$ cat src/rtl/kws_pkg.sv
// Shared definitions for the keyword-spotting class decision stage:
// FSM state encoding, index-width helper and the default silence class.
package kws_pkg;

  typedef logic [1:0] fsm_state_t;

  localparam fsm_state_t ST_IDLE   = 2'd0;
  localparam fsm_state_t ST_SCAN   = 2'd1;
  localparam fsm_state_t ST_DECIDE = 2'd2;

  localparam int SILENCE_CLASS_DEFAULT = 0;

  // Bits needed to index n items; never less than one bit.
  function automatic int class_idx_bits(input int n);
    return (n <= 1) ? 1 : $clog2(n);
  endfunction

endpackage

$ cat src/rtl/kws_hit_filter.sv
// Consecutive-hit filter: counts back-to-back qualifying frames of the same
// non-silence class and pulses detect once when the streak reaches HIT_COUNT.
module kws_hit_filter
  import kws_pkg::*;
#(
  parameter int ACTIV_BITS    = 8,
  parameter int CLASS_BITS    = 4,
  parameter int HIT_COUNT     = 3,
  parameter int SILENCE_CLASS = SILENCE_CLASS_DEFAULT
) (
  input  logic                  clk,
  input  logic                  rst,
  input  logic                  valid,
  input  logic [CLASS_BITS-1:0] idx,
  input  logic [ACTIV_BITS-1:0] score,
  input  logic [ACTIV_BITS-1:0] threshold,
  output logic                  detect
);

  localparam int CNT_BITS = class_idx_bits(HIT_COUNT + 1);
  localparam logic [CNT_BITS-1:0]   HIT_MAX     = CNT_BITS'(HIT_COUNT);
  localparam logic [CLASS_BITS-1:0] SILENCE_IDX = CLASS_BITS'(SILENCE_CLASS);

  logic [CNT_BITS-1:0]   hit_cnt_reg;
  logic [CNT_BITS-1:0]   hit_cnt_next;
  logic [CLASS_BITS-1:0] last_idx_reg;
  logic                  detect_reg;
  logic                  detect_next;
  logic                  qualifies;
  logic                  same_class;

  assign qualifies  = (score >= threshold) && (idx != SILENCE_IDX);
  assign same_class = (idx == last_idx_reg);

  always_comb begin
    hit_cnt_next = hit_cnt_reg;
    detect_next  = 1'b0;
    if (valid) begin
      if (!qualifies) begin
        hit_cnt_next = '0;
      end else if (same_class) begin
        hit_cnt_next = (hit_cnt_reg == HIT_MAX) ? HIT_MAX : hit_cnt_reg + CNT_BITS'(1);
      end else begin
        hit_cnt_next = CNT_BITS'(1);
      end
      // A saturated streak of the same class must not fire again.
      detect_next = qualifies && (hit_cnt_next == HIT_MAX)
                    && !(same_class && hit_cnt_reg == HIT_MAX);
    end
  end

  always_ff @(posedge clk) begin
    if (rst) begin
      hit_cnt_reg  <= '0;
      last_idx_reg <= SILENCE_IDX;
      detect_reg   <= 1'b0;
    end else begin
      hit_cnt_reg <= hit_cnt_next;
      detect_reg  <= detect_next;
      if (valid) begin
        last_idx_reg <= idx;
      end
    end
  end

  assign detect = detect_reg;

endmodule

$ cat src/rtl/kws_class_decision.sv
// Serial arg-max over one softmax frame per data_valid, followed by a
// consecutive-hit filter that raises detect on a completed keyword streak.
module kws_class_decision
  import kws_pkg::*;
#(
  parameter int INPUT_SIZE    = 10,
  parameter int ACTIV_BITS    = 8,
  parameter int CLASS_BITS    = 4,
  parameter int HIT_COUNT     = 3,
  parameter int SILENCE_CLASS = SILENCE_CLASS_DEFAULT
) (
  input  logic                             clk,
  input  logic                             rst,
  input  logic [INPUT_SIZE*ACTIV_BITS-1:0] data_in,
  input  logic                             data_valid,
  input  logic [ACTIV_BITS-1:0]            threshold,
  output logic                             busy,
  output logic                             overrun,
  output logic [CLASS_BITS-1:0]            class_out,
  output logic [ACTIV_BITS-1:0]            class_score,
  output logic                             class_valid,
  output logic                             detect
);

  localparam logic [CLASS_BITS-1:0] LAST_IDX = CLASS_BITS'(INPUT_SIZE - 1);

  logic [ACTIV_BITS-1:0] elem_in   [INPUT_SIZE];
  logic [ACTIV_BITS-1:0] frame_reg [INPUT_SIZE];
  logic [ACTIV_BITS-1:0] thr_reg;
  fsm_state_t            state_reg;
  logic [CLASS_BITS-1:0] scan_idx_reg;
  logic [CLASS_BITS-1:0] best_idx_reg;
  logic [ACTIV_BITS-1:0] best_val_reg;
  logic [ACTIV_BITS-1:0] scan_val;
  logic                  busy_reg;
  logic                  overrun_reg;
  logic [CLASS_BITS-1:0] class_out_reg;
  logic [ACTIV_BITS-1:0] class_score_reg;
  logic                  class_valid_reg;
  logic                  accept;
  logic                  deciding;

  for (genvar gi = 0; gi < INPUT_SIZE; gi++) begin : g_unpack
    assign elem_in[gi] = data_in[gi*ACTIV_BITS +: ACTIV_BITS];
  end

  assign accept   = (state_reg == ST_IDLE) && data_valid;
  assign deciding = (state_reg == ST_DECIDE);
  assign scan_val = frame_reg[scan_idx_reg];

  // Frame buffer holds no reset value; it is only read after a fresh capture.
  always_ff @(posedge clk) begin
    if (!rst && accept) begin
      for (int i = 0; i < INPUT_SIZE; i++) begin
        frame_reg[i] <= elem_in[i];
      end
    end
  end

  always_ff @(posedge clk) begin
    if (rst) begin
      state_reg       <= ST_IDLE;
      thr_reg         <= '0;
      scan_idx_reg    <= '0;
      best_idx_reg    <= '0;
      best_val_reg    <= '0;
      busy_reg        <= 1'b0;
      overrun_reg     <= 1'b0;
      class_out_reg   <= '0;
      class_score_reg <= '0;
      class_valid_reg <= 1'b0;
    end else begin
      overrun_reg     <= data_valid && busy_reg;
      class_valid_reg <= 1'b0;
      case (state_reg)
        ST_IDLE: begin
          if (data_valid) begin
            thr_reg      <= threshold;
            best_idx_reg <= '0;
            best_val_reg <= elem_in[0];
            scan_idx_reg <= CLASS_BITS'(1);
            busy_reg     <= 1'b1;
            state_reg    <= (INPUT_SIZE == 1) ? ST_DECIDE : ST_SCAN;
          end
        end
        ST_SCAN: begin
          // Strict compare so that ties keep the lower index.
          if (scan_val > best_val_reg) begin
            best_idx_reg <= scan_idx_reg;
            best_val_reg <= scan_val;
          end
          if (scan_idx_reg == LAST_IDX) begin
            state_reg <= ST_DECIDE;
          end else begin
            scan_idx_reg <= scan_idx_reg + CLASS_BITS'(1);
          end
        end
        ST_DECIDE: begin
          class_out_reg   <= best_idx_reg;
          class_score_reg <= best_val_reg;
          class_valid_reg <= 1'b1;
          busy_reg        <= 1'b0;
          state_reg       <= ST_IDLE;
        end
        default: begin
          busy_reg  <= 1'b0;
          state_reg <= ST_IDLE;
        end
      endcase
    end
  end

  kws_hit_filter #(
    .ACTIV_BITS   (ACTIV_BITS),
    .CLASS_BITS   (CLASS_BITS),
    .HIT_COUNT    (HIT_COUNT),
    .SILENCE_CLASS(SILENCE_CLASS)
  ) u_hit_filter (
    .clk      (clk),
    .rst      (rst),
    .valid    (deciding),
    .idx      (best_idx_reg),
    .score    (best_val_reg),
    .threshold(thr_reg),
    .detect   (detect)
  );

  assign busy        = busy_reg;
  assign overrun     = overrun_reg;
  assign class_out   = class_out_reg;
  assign class_score = class_score_reg;
  assign class_valid = class_valid_reg;

endmodule

$ cat config.mk
export PLATFORM = sky130hd
export DESIGN_NAME = kws_class_decision
export DESIGN_NICKNAME = d
export VERILOG_FILES = /design/src/rtl/kws_pkg.sv /design/src/rtl/kws_hit_filter.sv /design/src/rtl/kws_class_decision.sv
export SDC_FILE = /design/constraint.sdc
export NUM_CORES = 1
export LEC_CHECK = 0
export CAP_MARGIN = 25
export CELL_PAD_IN_SITES_DETAIL_PLACEMENT = 1
export CELL_PAD_IN_SITES_GLOBAL_PLACEMENT = 2
export CORE_ASPECT_RATIO = 0.75
export CORE_MARGIN = 5
export CORE_UTILIZATION = 37
export DETAILED_ROUTE_END_ITERATION = 12
export PLACE_DENSITY = 0.83
export REMOVE_ABC_BUFFERS = 1
export SLEW_MARGIN = 30
export SYNTH_ARGS = -nofsm -noshare
export SYNTH_HDL_FRONTEND = slang
export SYNTH_HIERARCHICAL = 1
export SYNTH_SLANG_ARGS = --single-unit
$ cat constraint.sdc
create_clock -name clk -period 11.8 [get_ports clk]
set_input_delay 2.36 -clock clk [delete_from_list [all_inputs] [get_ports clk]]
set_output_delay 2.36 -clock clk [all_outputs]
set_load 0.1 [all_outputs]
# Yosys cells after proc, flatten, opt, wreduce, memory -nomap -nowiden
# Memory sizes are Yosys's and may differ from the RTL's. A register that Yosys moved wholly into a read port is not among the register bits.
# Index checks and enable logic that the tools add are counted.
# word_totals
out_inout_bits	16
input_bits	91
mem_bits_rw	80
n_memories	1
word_cells	70
reg_bits	44
# op_classes
n_eq_ne	10
n_mux	23
n_reduce_logical	18
add_sub_neg	2
magnitude_cmp	2
bitwise_logic	2
# memory_table
name	depth	width	read_ports	rd_clocked_by_memory_dff	wr	line_no	rtl
frame_reg	10	8	1	1	10	kws_class_decision.sv:28	logic [ACTIV_BITS-1:0] frame_reg [INPUT_SIZE];
# ops
op	count
two-way mux 4 bit	6
two-way mux 8 bit	2
one-hot mux 4 bit (2 select lines)	2
one-hot mux 8 bit (2 select lines)	1
two-way mux 2 bit	6
greater-or-equal comparator 8 bit	1
> comparator 8 bit	1
inequality test 2 bit, second input constant	4
logical AND 1 bit	7
== test 2 bit, second input constant	3
AND reduction 2 bit	3
AND reduction 3 bit	2
adder 4 x 1 -> 4 bit, second input constant	1
== test 4 bit	1
== test 4 bit, second input constant	1
two-way mux 1 bit	4
one-hot mux 2 bit (2 select lines)	1
nonzero test 4 bit	1
adder 2 x 1 -> 2 bit, second input constant	1
== test 2 x 1 -> 1 bit, second input constant	1
zero test 1 bit	2
zero test 2 bit	1
inverter 1 bit	2
one-hot mux 1 bit (2 select lines)	1
other kinds (2)	2

# Longest topological paths before layout
# logic_depth
depth_word	8
mapped_depth	12
ltp_nobuf	9

# Modules after synthesis
# Netlist, hierarchy kept.
# modules_own_cells
mod	cells_each	seq_area_each_um2	area_each_um2	instances
kws_class_decision	383	3303.2	5021.1	1
kws_hit_filter	59	140.1	526.8	1

# Worst setup path before layout
# OpenSTA, ideal clock, no wires.
# synth_path
kind	input -> register
startpoint	input rst
endpoint	memory frame_reg[0][0], enable pin
cell_stages	3
setup_slack_ns	5.157
path_buffers	2
setup_ns	0.519
required_ns	11.281
arrival_time_ns	6.124
path_cell_list	clkbuf_1 > buf_1 > nor2_1
# synth_rtl
element	line_no	rtl
start, declared	kws_class_decision.sv:13	input logic rst,
end, declared	kws_class_decision.sv:28	

# Worst setup path in the final report
# layout_path
startpoint	register busy_reg (netlist: busy)
endpoint	output busy
# layout_rtl
element	line_no	rtl
start, declared	kws_class_decision.sv:35	logic busy_reg;
start signal, assigned	kws_class_decision.sv:67	busy_reg <= 1'b0;
start signal, assigned	kws_class_decision.sv:82	busy_reg <= 1'b1;
start signal, assigned	kws_class_decision.sv:102	busy_reg <= 1'b0;
end, declared	kws_class_decision.sv:17	output logic busy,
# No word-level cell between the ends.

==> metrics.yaml <==
status: "completed"
grt_first_pass_wirelength_um: 22100
final_util_pct: 50.7
max_stage_delay_ps: 1140
holdPathEnd: "class_out[2]"
nFillCells: 1517
hold_ws_ps: 454
rsz0062_at_grt: "false"
avgSynthCellArea_sq_um: 12.6
cts.htree.levels: 4
setup_violations: 0
gp_congestion: 0.752
yosysSeqAreaShare_pct: 62.1
ys_types: 50
p_leak_nw: 2.55
power_frac_clock_pct: 46.4
ys_warn_count: 6
synth_area_leaders: "edfxtp_1, dfxtp_1, mux2i_1"
dp_hpwl_um: 9630
hold_path.class: "reg2reg"
slew_headroom_pct: 33.9
die_y_um: 116
clk_path_buf_depth: 2
synth_top_area_share_pct: 43.3
yosysTopAreaCell: "edfxtp_1"
hp-start: "class_out[2]"
power_switching_mw: 0.266
core_area_sq_mm: 0.0146
cp_top_family: "buffers and inverters"
tightest_slew_ps: 988
p_int_mw: 0.920
wirelength_um: 13500
cts_tree: "built"
nets: 659
required_ps: 9440
finClkSkew_ps: 8.94
ir_worst_vdd_uv: 108
critPathLaunchType: "flop"
synth.cell_area_sq_mm: 0.00555
insertion_delay_ps: 420
pin_count: 107
r2r_cells: 9
comb_power_share_pct: 9.5
placed_cells_incl_taps: 731
power_density_mw_per_mm2: 160
grt_usage_pct: 16.5
vias: 3814
maxCapViolations: 0
critPathBufInv: 1
min_path_cells: 2
die_w_um: 151
drive_gt1_share_pct: 8.17
seqPwrFrac_pct: 44.1
viasPerCell: 5.00
clock_sinks: 132
max_freq_mhz: 234
post_cts_buffers: 0
overflow: 0
cts_made_buffers: 17
maxSlewViolCount: 0
end_kind: "output pin"
fin_crit_ps: 4270
routedWlPerCell_um: 17.8
cts.repair.resized: 0
use_met2_pct: 27.2
ant_nets: 0
postLayoutSetupSlackWorst_ps: 7530
root_buffer: "clkbuf_16"
synthesis.instances: 442
synth_seq_cells: 132
grt_pass1_vias: 4214
postCtsHoldBufs: 0
grt_start_max_net_pins: 81
synth_edf_count: 80
grt-busiest-layer: "met2"
drtIter0Drc: 126
crit_cells: 1
diodes: 0
met1_usage_pct: 21.2
worstPathMaxFanout: 3
stdcell_count: 763
grt_use_met3_pct: 4.57
dp_slack_ps: 7220
dieArea_sq_mm: 0.0176
criticalPathCategory: "reg2out"
reg2reg_slack_ps: 8340
r2r_end: "best_val_reg[5]"
cp.arrival_ps: 1910
rows: 38
switching_share_pct: 22.5
antenna_found_initial: 0
firstDrtPassIters: 4
synth_ff_type: "edfxtp_1"
crit_chain: "clkdlybuf4s50_1"
period_share_pct: 36.2
tns_ps: 0
start_util_pct: 38.0
drc: 0
async_flop_share_pct: 0
largest_reg_flops: 80
io_buffer_count: 106
hold_violations: 0
crit_slowest_cell: "clkdlybuf4s50_1"
area_delta_synth_final_pct: 33.4
path_clk_slew_ps: 60
metrics by stage:
step | instance area, sq um | power (mW)
final | 7400 | 1.19
after global routing | 7400 | 1.24
after CTS | 7390 | 1.20
after detailed placement | 6780 | 0.645
after global placement | 6780 | 0.640
after floorplan | 5440 | 0.588
layout make-up:
type	count	area (sq um)	share of cell area, %
inverters	17	63.8	0.862
flip-flops and latches	132	3440	46.5
well taps	200	250	3.38
clock inverters	14	186	2.52
clock buffers	18	429	5.80
repair buffers	109	1090	14.7
multi-input cells	273	1940	26.2
worst max-delay path by stage:
stage	start	end	slack, ps
2_1_floorplan	data_valid	frame_reg[0][0]	5240
3_3_place_gp	data_valid	flop	7390
3_5_place_dp	data_valid	scan_idx_reg[3]	7220
4_1_cts	busy	busy	7500
5_1_grt	busy	busy	7440
6_report	busy	busy	7530
cell usage after synthesis, types with 6 or more instances:
cell type and count:
nor2_1 17, nor2b_1 14, ha_1 18, dfxtp_1 52, clkbuf_1 8, a21oi_1 48, mux2i_1 38, nand2_1 64
inv_1 17, edfxtp_1 80, buf_2 6
layout by cell type (no fill, tap or decap), types with 16 or more instances in the layout:
master           instances
clkdlybuf4s50_1        106
inv_1                   17
dfxtp_1                 51
mux2i_1                 38
nor2_1                  16
ha_1                    18
edfxtp_1                80
clkbuf_16               17
a21oi_1                 48
nand2_1                 64
routing by layer:
layer  vias to the layer above  routed length (um)
met5                         -                   0
met4                         0                 182
met3                        17                 745
met2                        92                6460
met1                      1868                6160
li1                       1837                   -
power groups by stage:
| stage | logic (mW) | clock network [mW] | registers, mW |
|---|---|---|---|
| 6_report | 0.113 | 0.551 | 0.523 |
| 3_5_place_dp | 0.112 | 0 | 0.533 |
| 4_1_cts | 0.114 | 0.562 | 0.523 |
| 2_1_floorplan | 0.0558 | 0 | 0.532 |
| 3_3_place_gp | 0.108 | 0 | 0.532 |
| 5_1_grt | 0.126 | 0.584 | 0.525 |
logic make-up after synthesis:
group | Yosys count | synth area share [%]
flip-flops | 132 | 62.1
AND/OR/NAND/NOR | 125 | 10.8
AO/OA/AOI/OAI | 79 | 9.07
multiplexers | 45 | 9.83
buffers and inverters | 37 | 3.18
adder cells (fa/ha/maj) | 18 | 4.06
XOR/XNOR | 6 | 0.947
Note: power is estimated with default switching activity, not from simulation.
